### config.mk
export PLATFORM = sky130hd
export DESIGN_NAME = lavadora_sensores
export DESIGN_NICKNAME = d
export VERILOG_FILES = /design/src/rtl/lavadora_pkg.sv /design/src/rtl/lavadora_sensores_divisor_tick.sv /design/src/rtl/lavadora_sensores.sv
export SDC_FILE = /design/constraint.sdc
export NUM_CORES = 1
export LEC_CHECK = 0
export BUFFER_PORTS_ARGS = -buffer_cell sky130_fd_sc_hd__buf_2
export CORE_MARGIN = 5
export CORE_UTILIZATION = 51
export CTS_CLUSTER_DIAMETER = 100
export CTS_CLUSTER_SIZE = 10
export DETAILED_ROUTE_END_ITERATION = 7
export GPL_TIMING_DRIVEN = 0
export PLACE_DENSITY = 0.74
export SLEW_MARGIN = 20
export SYNTH_ARGS = -nofsm -noshare
export SYNTH_HDL_FRONTEND = slang
export SYNTH_SLANG_ARGS = --single-unit
### constraint.sdc
create_clock -name clk -period 1.66 [get_ports clk]
set_input_delay 0.249 -clock clk [delete_from_list [all_inputs] [get_ports clk]]
set_output_delay 0.249 -clock clk [all_outputs]
set_load 0.02 [all_outputs]
### src/rtl/lavadora_pkg.sv
//------------------------------------------------------------------------------
// Module   : lavadora_pkg
// Purpose  : Types and default timing shared by the wash controller and plant.
// Revision : 1.0 - initial release
//------------------------------------------------------------------------------
`default_nettype none

package lavadora_pkg;

  localparam int DIV_DEF            = 4;
  localparam int NIVEL_W_DEF        = 8;
  localparam int NIVEL_CHEIO_DEF    = 200;
  localparam int PASSO_ENCHER_DEF   = 10;
  localparam int PASSO_ESVAZIAR_DEF = 20;
  localparam int T_AGITAR_DEF       = 30;
  localparam int T_GIRAR_DEF        = 20;
  localparam int T_ENCHER_MAX_DEF   = 40;

  typedef struct packed {
    logic valvula_agua;
    logic modo_agitar;
    logic modo_girar;
  } cmd_t;

  typedef struct packed {
    logic cheio;
    logic tempo;
    logic secar;
  } sensor_t;

  typedef enum logic [1:0] {
    espera = 2'd0,
    encher = 2'd1,
    agitar = 2'd2,
    girar  = 2'd3
  } estado_t;

  function automatic logic mais_de_um(input cmd_t c);
    return (c.valvula_agua & c.modo_agitar) |
           (c.valvula_agua & c.modo_girar)  |
           (c.modo_agitar  & c.modo_girar);
  endfunction

endpackage

`default_nettype wire

### src/rtl/lavadora_sensores_divisor_tick.sv
//------------------------------------------------------------------------------
// Module   : divisor_tick
// Purpose  : Prescaler producing a one-cycle tick every DIV clock cycles.
// Revision : 1.0 - initial release
//------------------------------------------------------------------------------
`default_nettype none

module divisor_tick #(
  parameter int DIV = 4
) (
  input  logic clk,
  input  logic rst,
  output logic tick
);

  generate
    if (DIV <= 1) begin : g_div_um
      logic w_unused_div;
      assign w_unused_div = clk ^ rst;
      assign tick = 1'b1;
    end else begin : g_div_n
      localparam int CW = $clog2(DIV);
      localparam logic [CW-1:0] C_ULTIMO = CW'(DIV - 1);

      logic [CW-1:0] cont_div_q;
      logic [CW-1:0] cont_div_d;

      always_comb begin
        cont_div_d = cont_div_q + 1'b1;
        if (cont_div_q == C_ULTIMO) cont_div_d = '0;
      end

      always_ff @(posedge clk) begin
        if (rst) cont_div_q <= '0;
        else     cont_div_q <= cont_div_d;
      end

      assign tick = (cont_div_q == C_ULTIMO);
    end
  endgenerate

endmodule

`default_nettype wire

### src/rtl/lavadora_sensores.sv
//------------------------------------------------------------------------------
// Module   : lavadora_sensores
// Purpose  : Washing-machine drum plant model: water level plus agitate/spin
//            timers driving the controller's sensor inputs. Optional fault
//            detection is enabled by defining LAVADORA_ERRO_EN.
// Revision : 1.0 - initial release
//------------------------------------------------------------------------------
`default_nettype none

module lavadora_sensores
  import lavadora_pkg::*;
#(
  parameter int DIV            = DIV_DEF,
  parameter int NIVEL_W        = NIVEL_W_DEF,
  parameter int NIVEL_CHEIO    = NIVEL_CHEIO_DEF,
  parameter int PASSO_ENCHER   = PASSO_ENCHER_DEF,
  parameter int PASSO_ESVAZIAR = PASSO_ESVAZIAR_DEF,
  parameter int T_AGITAR       = T_AGITAR_DEF,
  parameter int T_GIRAR        = T_GIRAR_DEF,
  parameter int T_ENCHER_MAX   = T_ENCHER_MAX_DEF
) (
  input  logic               clk,
  input  logic               rst,
  input  logic               valvula_agua,
  input  logic               modo_agitar,
  input  logic               modo_girar,
  output logic               cheio,
  output logic               tempo,
  output logic               secar,
  output logic [NIVEL_W-1:0] nivel,
  output logic               erro
);

  localparam int AG_W = $clog2(T_AGITAR + 1);
  localparam int GI_W = $clog2(T_GIRAR + 1);

  localparam logic [AG_W-1:0]    C_T_AGITAR       = AG_W'(T_AGITAR);
  localparam logic [GI_W-1:0]    C_T_GIRAR        = GI_W'(T_GIRAR);
  localparam logic [NIVEL_W-1:0] C_NIVEL_CHEIO    = NIVEL_W'(NIVEL_CHEIO);
  localparam logic [NIVEL_W:0]   C_NIVEL_MAX      = {1'b0, {NIVEL_W{1'b1}}};
  localparam logic [NIVEL_W:0]   C_PASSO_ENCHER   = (NIVEL_W+1)'(PASSO_ENCHER);
  localparam logic [NIVEL_W:0]   C_PASSO_ESVAZIAR = (NIVEL_W+1)'(PASSO_ESVAZIAR);

  logic w_tick;

  divisor_tick #(.DIV(DIV)) u_divisor_tick (
    .clk  (clk),
    .rst  (rst),
    .tick (w_tick)
  );

  logic [NIVEL_W-1:0] nivel_q, nivel_d;
  logic [NIVEL_W:0]   w_soma, w_dif;
  logic [AG_W-1:0]    ag_q, ag_d;
  logic [GI_W-1:0]    gi_q, gi_d;

  // Extra MSB holds the carry on fill and the borrow on drain.
  always_comb begin
    w_soma  = {1'b0, nivel_q} + C_PASSO_ENCHER;
    w_dif   = {1'b0, nivel_q} - C_PASSO_ESVAZIAR;
    nivel_d = nivel_q;
    if (w_tick) begin
      if (valvula_agua && !modo_girar)
        nivel_d = (w_soma > C_NIVEL_MAX) ? '1 : w_soma[NIVEL_W-1:0];
      else if (modo_girar && !valvula_agua)
        nivel_d = w_dif[NIVEL_W] ? '0 : w_dif[NIVEL_W-1:0];
    end
  end

  always_comb begin
    ag_d = '0;
    if (modo_agitar) begin
      ag_d = ag_q;
      if (w_tick && ag_q != C_T_AGITAR) ag_d = ag_q + 1'b1;
    end
    gi_d = '0;
    if (modo_girar) begin
      gi_d = gi_q;
      if (w_tick && gi_q != C_T_GIRAR) gi_d = gi_q + 1'b1;
    end
  end

  always_ff @(posedge clk) begin
    if (rst) begin
      nivel_q <= '0;
      ag_q    <= '0;
      gi_q    <= '0;
    end else begin
      nivel_q <= nivel_d;
      ag_q    <= ag_d;
      gi_q    <= gi_d;
    end
  end

  assign nivel = nivel_q;
  assign cheio = (nivel_q >= C_NIVEL_CHEIO);
  assign tempo = (ag_q == C_T_AGITAR);
  assign secar = !((gi_q == C_T_GIRAR) && (nivel_q == '0));

`ifdef LAVADORA_ERRO_EN
  localparam int EN_W = $clog2(T_ENCHER_MAX + 1);
  localparam logic [EN_W-1:0] C_T_ENCHER_MAX = EN_W'(T_ENCHER_MAX);

  cmd_t            w_cmd;
  logic [EN_W-1:0] enc_q, enc_d;
  logic            erro_q, erro_d;

  assign w_cmd = {valvula_agua, modo_agitar, modo_girar};

  always_comb begin
    enc_d = '0;
    if (valvula_agua && !cheio) begin
      enc_d = enc_q;
      if (w_tick && enc_q != C_T_ENCHER_MAX) enc_d = enc_q + 1'b1;
    end
    erro_d = erro_q | mais_de_um(w_cmd) | (enc_q == C_T_ENCHER_MAX);
  end

  always_ff @(posedge clk) begin
    if (rst) begin
      enc_q  <= '0;
      erro_q <= 1'b0;
    end else begin
      enc_q  <= enc_d;
      erro_q <= erro_d;
    end
  end

  assign erro = erro_q;
`else
  logic w_unused_enc;
  assign w_unused_enc = |32'(T_ENCHER_MAX);
  assign erro = 1'b0;
`endif

endmodule

`default_nettype wire

==> results.txt, run 1 <==
Initial drt markers = 97
Clock Skew = 0.00683 ns
Max Clock Freq = 605 MHz
Synth-to-Final Area Change = 36.9%
Area after DPL = 0.00146 mm2
Die Y = 61.0 um
Fillcell total = 185
Congestion Overflow GR = 0
Mapped Cells = 166
Slew margin rel. = 65.9%
Pwr Total = 904 uW
Setup TNS = 0 ns
Post-layout minimum cycle time = 1.65 ns
Post-synth top flop = dfxtp_1
#FFs+latches synth = 20
Commonest cells post-synth = dfxtp_1 (20), nor2_1 (14), ha_1 (12), inv_1 (12), nand2_1 (12)
Post-Place Worst Slack = -0.263 ns
Post-CTS Hold Fix Bufs = 0
Global routing usage on met2 = 34.0%
Setup WS post-layout = 0.00685 ns
Worst Tran Pin Value = 0.512 ns
Met3 Usage GRT = 3.83%
Number of synthesized flops with an enable pin = 0
Antenna cells = 0
Avg Inst Size Synth = 7.98 um2
Pins Over Slew Limit = 0
Row cnt = 18
Clock transition at path regs = 0.12 ns
Number of global-route vias before repair = 1231
Asr flop ratio synth = 0%
R2R depth = 6
RSZ-0062 raised after global routing = true
Initial antenna violation count = 0
Post-synthesis sequential area ratio = 30.2%
Clock Sinks = 20
Clock root cell = clkbuf_4
Dpl hpwl = 2280 um
Largest net degree at the start of global routing = 12
Later-pin clock latency in the skew report = 0.31 ns
Final instance area = 0.00181 mm2
Syn nets = 183
GPL Wtd Cong = 0.913
FF+latch area = 420 um2
# H-tree levels = 1
FF-to-FF End = nivel[1]$_SDFFE_PP0P_
Hold Crit Endpoint = ag_q[3]$_SDFFE_PP0P_
CP cell instances = inv_6 -> ha_4 -> a2111oi_4 -> nor2_1 -> buf_4
Status = finished clean
Pwr per Cell Area = 498 mW/mm2
VDD IR max = 0.703 mV
Crit-path max cell delay = 0.40 ns
Launching point of the worst reg2reg path = nivel[2]$_SDFFE_PP0P_
Synth top area share = 30.2%
Yosys warns = 0
Distinct cells, synth = 45
Maxcap violations = 0
All-layer global routing usage = 19.4%
Via density per instance = 5.83
FF-to-FF setup slack = 0.03 ns
Clock Path Buffers = 2
CP startpoint kind = register
Mapped cell area = 0.00133 mm2
Area of the multi-input gates = 0.00102 mm2
Hold wc startpoint = modo_agitar
Ports = 17
Port-buffer cells = 14
Tcrit/Tclk final = 99.6%
Largest cells by area after synthesis = dfxtp_1 (30%), ha_1 (11%), nor2_1 (4.0%)
Setup CP Type = reg -> out
Pleak = 0.000681 uW
Core ar. = 0.00248 mm2
Setup Viol. Count Final = 0
DR WL/cell = 15.5 um
GR Layer Usage met1 = 23.2%
DRT Wirelength = 3510 um
Synth area leader = dfxtp_1
Die X = 61.0 um
HP Class = in -> reg
Count leader, synth = dfxtp_1
CTS tree = done
Final Hold Fails = 0
Global route hottest layer = met2
DR vias = 1318
Arr. time, crit path = 1.40 ns
Fin nets = 214
Die area = 0.00372 mm2
Initial DRT Pass Iterations = 4
DRC viols = 0
First-pass GRT wire length = 5420 um
Hold path cells = 3
CTS Buf Count = 3
Crit path max fanout = 3
Initial Utilization = 53.5%
Critical Path Sink Type = primary output
CP Data Required Time = 1.41 ns
Share of cells above drive strength 1 = 37.2%
ANT nets after route = 0
Slowest-stage cell, CP = dfxtp_4
==> flip-flops by register name, indices dropped and copies added, names as in the netlist <==
signal / cells
nivel: 8
ag_q: 5
gi_q: 5
u_divisor_tick.g_div_n.cont_div_q: 2
==> stage by stage <==
stage          utilization, %  instances  hold slack [ns]
3_5_place_dp             59.0        210            0.425
2_1_floorplan               -        166            0.404
3_3_place_gp             59.0        210            0.413
5_1_grt                  73.2        226            0.282
6_report                 73.2        226            0.275
4_1_cts                  67.5        222            0.272
==> what timing repair did <==
| item | in CTS | in global routing |
|---|---|---|
| buffers inserted | 8 | 4 |
| setup endpoints to repair | 10 | 11 |
| pin swaps | 6 | 9 |
| resized for setup | 28 | 26 |
==> placed cells by master (no fill, tap or decap), types with 5 or more instances in the layout <==
cell      instances
nor2_1           14
xor2_1            5
nand3_1           6
ha_1              5
nand2_1          12
a21oi_1           6
o211ai_1          5
buf_2            11
ha_4              7
dfxtp_1          10
buf_4            16
dfxtp_2           7
nand4_1           7
inv_1             8
o21ai_0           8
==> kinds of logic (layout without fill, tap and decap cells) <==
| group | Yosys count | count (layout) | synth area share, % |
|---|---|---|---|
| other cells | 1 | 1 | 0.283 |
| fa+ha+maj | 12 | 12 | 11.3 |
| xor+xnor | 9 | 9 | 5.95 |
| compound gates | 40 | 40 | 20.0 |
| simple gates | 63 | 63 | 24.9 |
| buf+inv | 21 | 51 | 7.27 |
| flops | 20 | 20 | 30.2 |
==> layout make-up <==
type	instances	share of cell area, %
Sequential cell	20	23.2
Clock buffer	4	2.00
Timing Repair Buffer	26	9.66
Buffer	9	3.52
Inverter	12	3.17
Multi-Input combinational cell	125	56.4
Tap cell	30	2.07
==> where the power goes <==
part / leakage, uW / switching [uW] / internal [uW]
Sequential: 0.000167 / 10.2 / 488
Combinational: 0.000492 / 67.5 / 52.5
Clock: 0.0000210 / 152 / 134
==> critical path, delay by kind of cell (launching register included) <==
kind	cells	cell delay [ns]
buf+inv	2	0.21
simple gates	1	0.06
compound gates	1	0.27
fa+ha+maj	1	0.16
flops	1	0.40
==> layer usage <==
metal  wire length [um]  vias to the layer above
li1                   -                      656
met1               1480                      606
met2               1750                       44
met3                175                       12
met4                106                        0
met5                  0                        -
==> worst max-delay path by stage <==
stage	startpoint	to	slack, ns	cells after the start
final	nivel[2]$_SDFFE_PP0P_	cheio	0.007	5
after global routing	nivel[2]$_SDFFE_PP0P_	nivel[1]$_SDFFE_PP0P_	-0.07	6
after CTS	nivel[3]$_SDFFE_PP0P_	nivel[7]$_SDFFE_PP0P_	-0.004	7
after detailed placement	nivel[3]$_SDFFE_PP0P_	nivel[1]$_SDFFE_PP0P_	-0.26	7
after global placement	nivel[3]$_SDFFE_PP0P_	nivel[1]$_SDFFE_PP0P_	-0.21	7
after floorplan	nivel[3]$_SDFFE_PP0P_	nivel[7]$_SDFFE_PP0P_	0.02	7
(Power assumes the default switching activity.)
==> inputs of run 2 (changes only) <==
--- a/config.mk
+++ b/config.mk
@@ -5,7 +5,7 @@
 export SDC_FILE = /design/constraint.sdc
 export NUM_CORES = 1
 export LEC_CHECK = 0
-export BUFFER_PORTS_ARGS = -buffer_cell sky130_fd_sc_hd__buf_2
+export BUFFER_PORTS_ARGS = -buffer_cell sky130_fd_sc_hd__buf_4
 export CORE_MARGIN = 5
 export CORE_UTILIZATION = 51
 export CTS_CLUSTER_DIAMETER = 100
==> results.txt, run 2 (synthesized netlist as in run 1, its figures left out) <==
Initial drt markers = 77 (was 97)
GPL Wtd Cong = 0.923 (was 0.913)
Pleak = 0.000681 uW (about the same)
CTS Buf Count = 3 (unchanged)
Fraction of power spent switching nets = 25.4% (about the same)
Status = finished with violations (was finished clean)
VDD IR max = 0.499 mV (was 0.703 mV)
Clock Path Buffers = 2 (unchanged)
Later-pin clock latency in the skew report = 0.31 ns (about the same)
Port-buffer cells = 14 (unchanged)
Most frequent cells in the layout = buf_4 (27), nor2_1 (14), nand2_1 (12) (was buf_4 (16), nor2_1 (14), nand2_1 (12))
Pwr per Cell Area = 528 mW/mm2 (was 498 mW/mm2)
Die X = 61.0 um (unchanged)
Die Y = 61.0 um (unchanged)
Clock transition at path regs = 0.13 ns (was 0.12 ns)
Row cnt = 18 (unchanged)
Post-Place Worst Slack = -0.266 ns (was -0.263 ns)
First-pass GRT wire length = 5930 um (was 5420 um)
DRC viols = 0 (unchanged)
CP startpoint kind = register (unchanged)
DRT Wirelength = 3700 um (was 3510 um)
Pins Over Slew Limit = 0 (unchanged)
Arr. time, crit path = 1.44 ns (was 1.40 ns)
CTS tree = done (unchanged)
Clock root cell = clkbuf_4 (unchanged)
Maxcap violations = 0 (unchanged)
Most common cell after layout, fill and taps aside = buf_4 (unchanged)
Clock power frac = 36.3% (was 31.6%)
Core ar. = 0.00248 mm2 (unchanged)
Critical Path Sink Type = primary output (unchanged)
Crit path max fanout = 4 (was 3)
Final Hold Fails = 0 (unchanged)
Via density per instance = 6.19 (was 5.83)
Post-CTS Hold Fix Bufs = 0 (unchanged)
Setup Viol. Count Final = 4 (was 0)
Initial DRT Pass Iterations = 4 (unchanged)
Congestion Overflow GR = 0 (unchanged)
DR WL/cell = 16.2 um (was 15.5 um)
Net switching power = 247 uW (was 230 uW)
Share of cells above drive strength 1 = 35.9% (was 37.2%)
Clock Sinks = 20 (unchanged)
RSZ-0062 raised after global routing = true (unchanged)
Fin util = 74.4% (was 73.2%)
# H-tree levels = 1 (unchanged)
Synth-to-Final Area Change = 39.1% (was 36.9%)
Antenna cells = 0 (unchanged)
DR vias = 1412 (was 1318)
Tcrit/Tclk final = 102% (was 99.6%)
Setup WS post-layout = -0.0317 ns (was 0.00685 ns)
Largest register FFs = 8 (unchanged)
All-layer global routing usage = 21.3% (was 19.4%)
Failing checks = negative setup slack
Die area = 0.00372 mm2 (unchanged)
Share of power burned in registers = 51.1% (was 55.1%)
Number of global-route vias before repair = 1339 (was 1231)
Initial antenna violation count = 0 (unchanged)
Largest net degree at the start of global routing = 13 (was 12)
Clock Skew = 0.00730 ns (was 0.00683 ns)
HP Class = in -> reg (unchanged)
Combinational power share = 12.7% (was 13.3%)
Ports = 17 (unchanged)
Dpl hpwl = 2350 um (was 2280 um)
Post-layout minimum cycle time = 1.69 ns (was 1.65 ns)
CP Data Required Time = 1.41 ns (about the same)
Fin nets = 216 (was 214)
ANT nets after route = 0 (unchanged)
Initial Utilization = 53.5% (unchanged)
Max Clock Freq = 591 MHz (was 605 MHz)
Setup CP Type = reg -> out (unchanged)
Internal Power = 726 uW (was 674 uW)
run 2: cell types whose count changed in the layout (fill, tap and decap cells not counted), moves of 2 or more:
cell / delta
ha_4: -2
buf_2: -10
buf_4: +11
ha_2: +2
run 2: final timing paths:
kind                                                                       from                                         endpoint  slack (ns)  cells past startpoint
worst max register to register                            nivel[3]$_SDFFE_PP0P_                            nivel[6]$_SDFFE_PP0P_       -0.02                      7
worst min register to register  u_divisor_tick.g_div_n.cont_div_q[0]$_SDFF_PP0_  u_divisor_tick.g_div_n.cont_div_q[0]$_SDFF_PP0_        0.45                      1
worst min-delay path                                                modo_agitar                             ag_q[0]$_SDFFE_PP0P_        0.27                      3
worst max-delay path                                      nivel[3]$_SDFFE_PP0P_                                            secar       -0.03                      6
run 2: cell type report:
class                      count  area, um2
sequential                    20        423
timing repair buffer          28        221
multi-input combinational    125        997
buffer                         9       61.3
inverter                      12       55.1
tap                           30       37.5
fill                         185        634
clock buffer                   4       47.5
run 2: what timing repair did:
action,CTS,global route
setup buffers,10,4
pin swaps,9,11
gates resized for setup,26,22
endpoints found under the setup margin,10,9
run 2: power groups by stage:
stage          Sequential [uW]  Combinational [uW]  Clock [uW]
6_report                   497                 123         353
5_1_grt                    498                 134         393
4_1_cts                    498                 111         356
3_5_place_dp               507                91.4           0
3_3_place_gp               507                88.1           0
2_1_floorplan              507                65.3           0
run 2: per-stage QoR:
stage / power, uW / TNS (ns) / hold WS [ns] / cell area [um2] / std cells
2_1_floorplan: 573 / 0 / 0.404 / 1350 / 166
3_3_place_gp: 595 / -0.737 / 0.413 / 1500 / 210
4_1_cts: 965 / -0.0532 / 0.266 / 1740 / 224
5_1_grt: 1030 / -0.453 / 0.260 / 1840 / 228
6_report: 973 / -0.0656 / 0.272 / 1840 / 228
3_5_place_dp: 599 / -1.06 / 0.423 / 1500 / 210
run 2: metal layers:
layer | wire length (um) | global-route usage [%]
met5 | 0 | 0
met4 | 159 | 12.1
met1 | 1510 | 23.7
met3 | 207 | 4.26
met2 | 1820 | 37.6
run 2: worst max-delay path: stages (launching register included):
cell	delay, ns
dfxtp_4	0.39
buf_8	0.13
inv_8	0.06
ha_4	0.11
nor2b_1	0.12
nand4b_1	0.13
buf_4	0.19
